--- src/rtl/dcache_ctrl.sv ---
// Direct-mapped write-back, write-allocate data cache controller: 16 lines x 32-byte blocks.
// Latency: load/store hits complete in the request cycle; a miss holds the CPU through MISS/[WRITEBACK]/FETCH/REFILL.
// Backpressure: cpu_stall_o holds the pipeline; memory side is a level-held request closed by a one-cycle mem_ack_i.
//
// Ports:
//   clk_i, rst_i        clock, asynchronous active-low reset
//   cpu_req_i/_write_i  MEM-stage access present / store select
//   cpu_addr_i          byte address: tag [31:9], index [8:5], word [4:2]
//   cpu_data_i/_o       store data in / load data out (0 when no hit)
//   cpu_stall_o         pipeline stall
//   mem_req_o/_write_o  registered block request / writeback select
//   mem_addr_o/_data_o  registered block address / writeback block
//   mem_data_i/_ack_i   fetched block / completion pulse
module dcache_ctrl (
    input  logic         clk_i,
    input  logic         rst_i,
    input  logic         cpu_req_i,
    input  logic         cpu_write_i,
    input  logic [31:0]  cpu_addr_i,
    input  logic [31:0]  cpu_data_i,
    output logic [31:0]  cpu_data_o,
    output logic         cpu_stall_o,
    output logic         mem_req_o,
    output logic         mem_write_o,
    output logic [31:0]  mem_addr_o,
    output logic [255:0] mem_data_o,
    input  logic [255:0] mem_data_i,
    input  logic         mem_ack_i
);

    typedef enum logic [2:0] {
        S_IDLE,
        S_MISS,
        S_WRITEBACK,
        S_FETCH,
        S_REFILL
    } state_t;

    state_t         state_q, state_d;
    logic [15:0]    valid_q, valid_d;
    logic [15:0]    dirty_q, dirty_d;
    logic [22:0]    tag_q  [16];
    logic [255:0]   data_q [16];

    logic           mem_req_q,   mem_req_d;
    logic           mem_write_q, mem_write_d;
    logic [31:0]    mem_addr_q,  mem_addr_d;
    logic [255:0]   mem_data_q,  mem_data_d;

    logic [22:0]    cpu_tag;
    logic [3:0]     cpu_idx;
    logic [2:0]     cpu_word;
    logic [255:0]   line_data;
    logic           hit;
    logic           victim_dirty;
    logic           store_hit;
    logic           fetch_done;

    // Byte offset within the word is irrelevant to a word-wide cache.
    logic           unused_addr_bits;
    assign unused_addr_bits = ^cpu_addr_i[1:0];

    assign cpu_tag      = cpu_addr_i[31:9];
    assign cpu_idx      = cpu_addr_i[8:5];
    assign cpu_word     = cpu_addr_i[4:2];
    assign line_data    = data_q[cpu_idx];
    assign hit          = valid_q[cpu_idx] & (tag_q[cpu_idx] == cpu_tag);
    assign victim_dirty = valid_q[cpu_idx] & dirty_q[cpu_idx];

    // Stores only commit from IDLE so a store that hits the freshly refilled
    // line is performed on the retry, not during REFILL.
    assign store_hit  = (state_q == S_IDLE) & cpu_req_i & cpu_write_i & hit;
    // An ack only counts once our request is actually on the bus.
    assign fetch_done = (state_q == S_FETCH) & mem_req_q & mem_ack_i;

    assign cpu_data_o  = (cpu_req_i & hit) ? line_data[{cpu_word, 5'b0} +: 32] : 32'h0;
    assign cpu_stall_o = (cpu_req_i & ~hit) | (state_q != S_IDLE);

    assign mem_req_o   = mem_req_q;
    assign mem_write_o = mem_write_q;
    assign mem_addr_o  = mem_addr_q;
    assign mem_data_o  = mem_data_q;

    always_comb begin
        state_d     = state_q;
        valid_d     = valid_q;
        dirty_d     = dirty_q;
        mem_req_d   = mem_req_q;
        mem_write_d = mem_write_q;
        mem_addr_d  = mem_addr_q;
        mem_data_d  = mem_data_q;
        case (state_q)
            S_IDLE: begin
                if (cpu_req_i && !hit) begin
                    state_d = S_MISS;
                end
                if (store_hit) begin
                    dirty_d[cpu_idx] = 1'b1;
                end
            end
            S_MISS: begin
                state_d = victim_dirty ? S_WRITEBACK : S_FETCH;
            end
            S_WRITEBACK: begin
                // First cycle loads the request registers; they then hold until the ack.
                if (!mem_req_q) begin
                    mem_req_d   = 1'b1;
                    mem_write_d = 1'b1;
                    mem_addr_d  = {tag_q[cpu_idx], cpu_idx, 5'b0};
                    mem_data_d  = data_q[cpu_idx];
                end else if (mem_ack_i) begin
                    mem_req_d   = 1'b0;
                    mem_write_d = 1'b0;
                    mem_addr_d  = 32'h0;
                    mem_data_d  = '0;
                    state_d     = S_FETCH;
                end
            end
            S_FETCH: begin
                if (!mem_req_q) begin
                    mem_req_d   = 1'b1;
                    mem_write_d = 1'b0;
                    mem_addr_d  = {cpu_tag, cpu_idx, 5'b0};
                    mem_data_d  = '0;
                end else if (mem_ack_i) begin
                    mem_req_d        = 1'b0;
                    mem_write_d      = 1'b0;
                    mem_addr_d       = 32'h0;
                    mem_data_d       = '0;
                    valid_d[cpu_idx] = 1'b1;
                    dirty_d[cpu_idx] = 1'b0;
                    state_d          = S_REFILL;
                end
            end
            S_REFILL: begin
                state_d = S_IDLE;
            end
            default: begin
                state_d = S_IDLE;
            end
        endcase
    end

    always_ff @(posedge clk_i or negedge rst_i) begin
        if (!rst_i) begin
            state_q     <= S_IDLE;
            valid_q     <= '0;
            dirty_q     <= '0;
            mem_req_q   <= 1'b0;
            mem_write_q <= 1'b0;
            mem_addr_q  <= 32'h0;
            mem_data_q  <= '0;
        end else begin
            state_q     <= state_d;
            valid_q     <= valid_d;
            dirty_q     <= dirty_d;
            mem_req_q   <= mem_req_d;
            mem_write_q <= mem_write_d;
            mem_addr_q  <= mem_addr_d;
            mem_data_q  <= mem_data_d;
        end
    end

    // Tag and data arrays carry no reset; the valid bits gate them.
    always_ff @(posedge clk_i) begin
        if (fetch_done) begin
            data_q[cpu_idx] <= mem_data_i;
            tag_q[cpu_idx]  <= cpu_tag;
        end else if (store_hit) begin
            data_q[cpu_idx][{cpu_word, 5'b0} +: 32] <= cpu_data_i;
        end
    end

endmodule

--- config.mk ---
export PLATFORM = sky130hd
export DESIGN_NAME = dcache_ctrl
export DESIGN_NICKNAME = d
export VERILOG_FILES = /design/src/rtl/dcache_ctrl.sv
export SDC_FILE = /design/constraint.sdc
export NUM_CORES = 2
export LEC_CHECK = 0
export ABC_CLOCK_PERIOD_IN_PS = 5050
export BUFFER_PORTS_ARGS = -buffer_cell sky130_fd_sc_hd__buf_4
export CORE_ASPECT_RATIO = 0.7
export CORE_MARGIN = 2
export CORE_UTILIZATION = 60
export DETAILED_ROUTE_END_ITERATION = 16
export PLACE_DENSITY_LB_ADDON = 0.08
export REMOVE_ABC_BUFFERS = 1
export SLEW_MARGIN = 20
export SYNTH_ARGS = -nofsm -noshare
export SYNTH_HDL_FRONTEND = slang
export SYNTH_MEMORY_MAX_BITS = 65536
export SYNTH_SLANG_ARGS = --single-unit
--- constraint.sdc ---
create_clock -name clk_i -period 5.05 [get_ports clk_i]
set_input_delay 0.2525 -clock clk_i [delete_from_list [all_inputs] [get_ports clk_i]]
set_output_delay 0.2525 -clock clk_i [all_outputs]
set_load 0.005 [all_outputs]
==> results.sh <==
export IMPL_slew_viol_final=0
export IMPL_max_freq_ghz=0.2063
export IMPL_critPathLaunch="tag_q[9][13]$_DFFE_PP_"
export IMPL_crit_arrival_ps=4590
export IMPL_drc=0
export IMPL_clockPowerShare_pct=37.6
export IMPL_synthSimpleGateAreaFrac_pct=0.7049
export IMPL_synth_xor_area_share_pct=0.1130
export IMPL_worst_slew_pin_slew_ps=1180
export IMPL_fin_crit_ps=4847
export IMPL_critPathCapture="cpu_data_o[17]"
export IMPL_portBuffers=645
export IMPL_routed_top_layer="met5"
export IMPL_criticalPathCategory="flip-flop to primary output"
export IMPL_p_sw_mw=21.91
export IMPL_rrSetupSlack_ps=880
export IMPL_r2r_end="data_q[12][66]$_DFFE_PP_"
export IMPL_async_reset_ff_share_pct=6.786
export IMPL_muxShareOfSynthArea_pct=19.28
export IMPL_setup_slack_ps=202.9
export IMPL_start_util_pct=60.13
export IMPL_status="finished clean"
export IMPL_fill_cells=18200
export IMPL_syn_avg_cell_area_um2=23.39
export IMPL_synth_flop_cell="edfxtp_1"
export IMPL_max_slew_margin_rel_pct=21.17
export IMPL_synth_edf_count=4464
export IMPL_hold_viol_final=0
export IMPL_place_ws_ps=404.0
export IMPL_antenna_left=0
export IMPL_numCtsBuffers=436
export IMPL_wl_per_cell_um=40.36
export IMPL_syn_to_final_growth_pct=17.91
export IMPL_r2r_start="tag_q[15][4]$_DFFE_PP_"
export IMPL_worstPathRequired_ps=4800
export IMPL_drt_iter0_drc=16350
export IMPL_combPwrFrac_pct=11.9
export IMPL_globalplace_congestion=0.9299
export IMPL_synth_cell_type_count=62
export IMPL_synth_compound_area_share_pct=2.216
export IMPL_cap_violations=0
export IMPL_grt_max_degree=122
export IMPL_leakage_nw=71.89
export IMPL_synth_seq_cells=4789
export IMPL_grt_overflow=0
export IMPL_cts_max_path_buffers=4
export IMPL_met1_length_mm=203.5
export IMPL_whs_ps=60.04
export IMPL_pin_count=648
export IMPL_placeableCoreArea_um2=309400
export IMPL_synth_top_cells_by_count="edfxtp_1 (4464), mux4_2 (1420), dfrtp_1 (325), a22o_1 (290), mux2_2 (263)"
export IMPL_seq_area_frac_synth_pct=76.44
export IMPL_ir_drop_mv=0.4245
export IMPL_post_synth_top_count_cell="edfxtp_1"
export IMPL_via_count=97360
export IMPL_tns_ps=0
export IMPL_rows=171
export IMPL_antenna_found_initial=92
export IMPL_syn_inst=7953
export IMPL_p_total_mw=90.84
export IMPL_viasPerCell=7.001
export IMPL_track_usage_pct=35.75
export IMPL_root_buffer="clkbuf_16"
export IMPL_finalCritPeriodShare_pct=95.98
export IMPL_clk_pin_slew_ps=60
export IMPL_grt_pass1_wl_mm=764.3
export IMPL_h_tree_depth=5
export IMPL_synthAdderAreaFrac_pct=0.01345
export IMPL_drtPass1Iterations=6
export IMPL_crit_path_max_fanout=15
export IMPL_die_area_um2=314600
export IMPL_synth_largest_area_cell="edfxtp_1"
export IMPL_synth_area_um2=186000
export IMPL_synth_top_family_by_area="multiplexers"
export IMPL_seqPwrFrac_pct=50.6
export IMPL_drive_above_1_share_pct=37.34
export IMPL_dieWidth_um=669.5
export IMPL_die_h_um=469.9
export IMPL_hpwlAfterDp_mm=346.7
export IMPL_cts_num_sinks=4789
export IMPL_yosysWarnings=0
export IMPL_worst_setup_path_start_kind="flip-flop"
export IMPL_drt_total_wl_mm=561.2
export IMPL_synth_area_leaders="edfxtp_1 (72%), mux4_2 (17%), dfrtp_1 (4.4%), mux2_2 (1.6%), a22o_1 (1.4%)"
export IMPL_end_kind="primary output"
export IMPL_p_int_mw=68.94
export IMPL_p_per_area_nw_per_um2=414.2
export IMPL_fin_nets=9580
export IMPL_r2r_cells=10
export IMPL_hold_path_class="input port to flip-flop"
export IMPL_finalSetupViolCount=0
export IMPL_swShare_pct=24.11
export IMPL_synth_top_area_share_pct=72.06
export IMPL_rsz0062_at_grt="no"
export IMPL_clk_latency_ps=930
export IMPL_grt_pass1_vias=92780
export IMPL_route_met2_wl_mm=249.1
export IMPL_tritoncts="yes"
export IMPL_dr_wl_met3_mm=79.04
export IMPL_clock_skew_ps=42.54
## worst max-delay path, cell delays in order (launching register included)
cell       delay, ps
edfxtp_1         360
mux4_2           490
mux2i_1          300
xor2_1           280
nand2_1           80
o41a_1           390
nor4_1           400
buf_4            210
nand4_1          110
buf_4            250
a2111oi_0        440
buf_4            220
buf_4            110
## per-stage QoR
| stage | util [%] | area, µm² | instances |
|---|---|---|---|
| 4_1_cts | 70.75 | 218900 | 13770 |
| 3_5_place_dp | 65.13 | 201500 | 12690 |
| 6_report | 70.89 | 219300 | 13910 |
| 5_1_grt | 70.81 | 219100 | 13810 |
| 3_3_place_gp | 65.09 | 201400 | 12690 |
| 2_1_floorplan | - | 183800 | 7476 |
## registers in the layout, summed over array words and instances (netlist names), named ones only
signal       count
data_q        4096
tag_q          368
mem_data_o     256
mem_addr_o      32
valid_q         16
state_q          3
mem_req_o        1
mem_write_o      1
## kinds of logic (layout without fill, tap and decap cells)
| group | after synthesis | after routing |
|---|---|---|
| compound gates | 571 | 571 |
| xor+xnor | 24 | 24 |
| fa+ha+maj | 2 | 2 |
| buf+inv | 512 | 2184 |
| flops | 4789 | 4789 |
| mux | 1770 | 1770 |
| other cells | 0 | 130 |
| simple gates | 285 | 285 |
## worst min path at each step
stage,start,end,slack (ps),depth (start not counted)
after floorplan,rst_i,async pin,-40,0
after global placement,rst_i,mem_addr_o[24]$_DFFE_PN0P_,300,1
after detailed placement,rst_i,mem_addr_o[24]$_DFFE_PN0P_,300,1
after CTS,mem_data_i[34],data_q[9][34]$_DFFE_PP_,4,2
after global routing,mem_data_i[33],data_q[4][33]$_DFFE_PP_,70,2
final,mem_data_i[34],data_q[10][34]$_DFFE_PP_,60,2
## power by group through the flow
stage / logic, mW / clock network (mW) / registers [mW]
5_1_grt: 11.1 / 35.8 / 46.0
6_report: 10.8 / 34.1 / 45.9
2_1_floorplan: 4.27 / 0 / 46.6
3_3_place_gp: 10.3 / 0 / 46.7
4_1_cts: 10.6 / 34.3 / 45.9
3_5_place_dp: 10.4 / 0 / 46.7
## layer usage
layer	vias to the layer above	track usage, %
li1	36920	-
met3	1050	10.72
met5	-	0
met1	52110	52.05
met2	7252	50.99
met4	20	16.08
## cell type report
| class | instances | area, µm² | share of cell area [%] |
|---|---|---|---|
| Antenna cell | 130 | 325.3 | 0.1483 |
| Sequential cell | 4789 | 142200 | 64.83 |
| Timing Repair Buffer | 1339 | 13730 | 6.258 |
| Clock inverter | 273 | 2879 | 1.313 |
| Multi-Input combinational cell | 2652 | 43120 | 19.66 |
| Tap cell | 4152 | 5195 | 2.369 |
| Inverter | 35 | 136.4 | 0.06218 |
| Clock buffer | 537 | 11770 | 5.365 |
## cells in the final DEF (no fill, tap or decap), types with 83 or more instances in the layout
cell type / n
clkinv_1: 83
a22o_1: 290
clkinv_2: 89
dlygate4sd3_1: 270
mux2_2: 263
nand2_1: 124
edfxtp_1: 4464
clkbuf_16: 449
a21oi_4: 128
buf_4: 833
mux4_2: 1420
buf_12: 225
dfrtp_1: 325
diode_2: 130
## what timing repair did
| action | 4_1_cts | 5_1_grt |
|---|---|---|
| endpoints found under the hold margin | 4442 | 0 |
| setup endpoints to repair | 0 | 5 |
| hold buffers | 271 | 0 |
| gates resized for setup | 0 | 4 |
| setup buffers | 0 | 0 |
No activity file was read; power rests on OpenSTA's default activity.
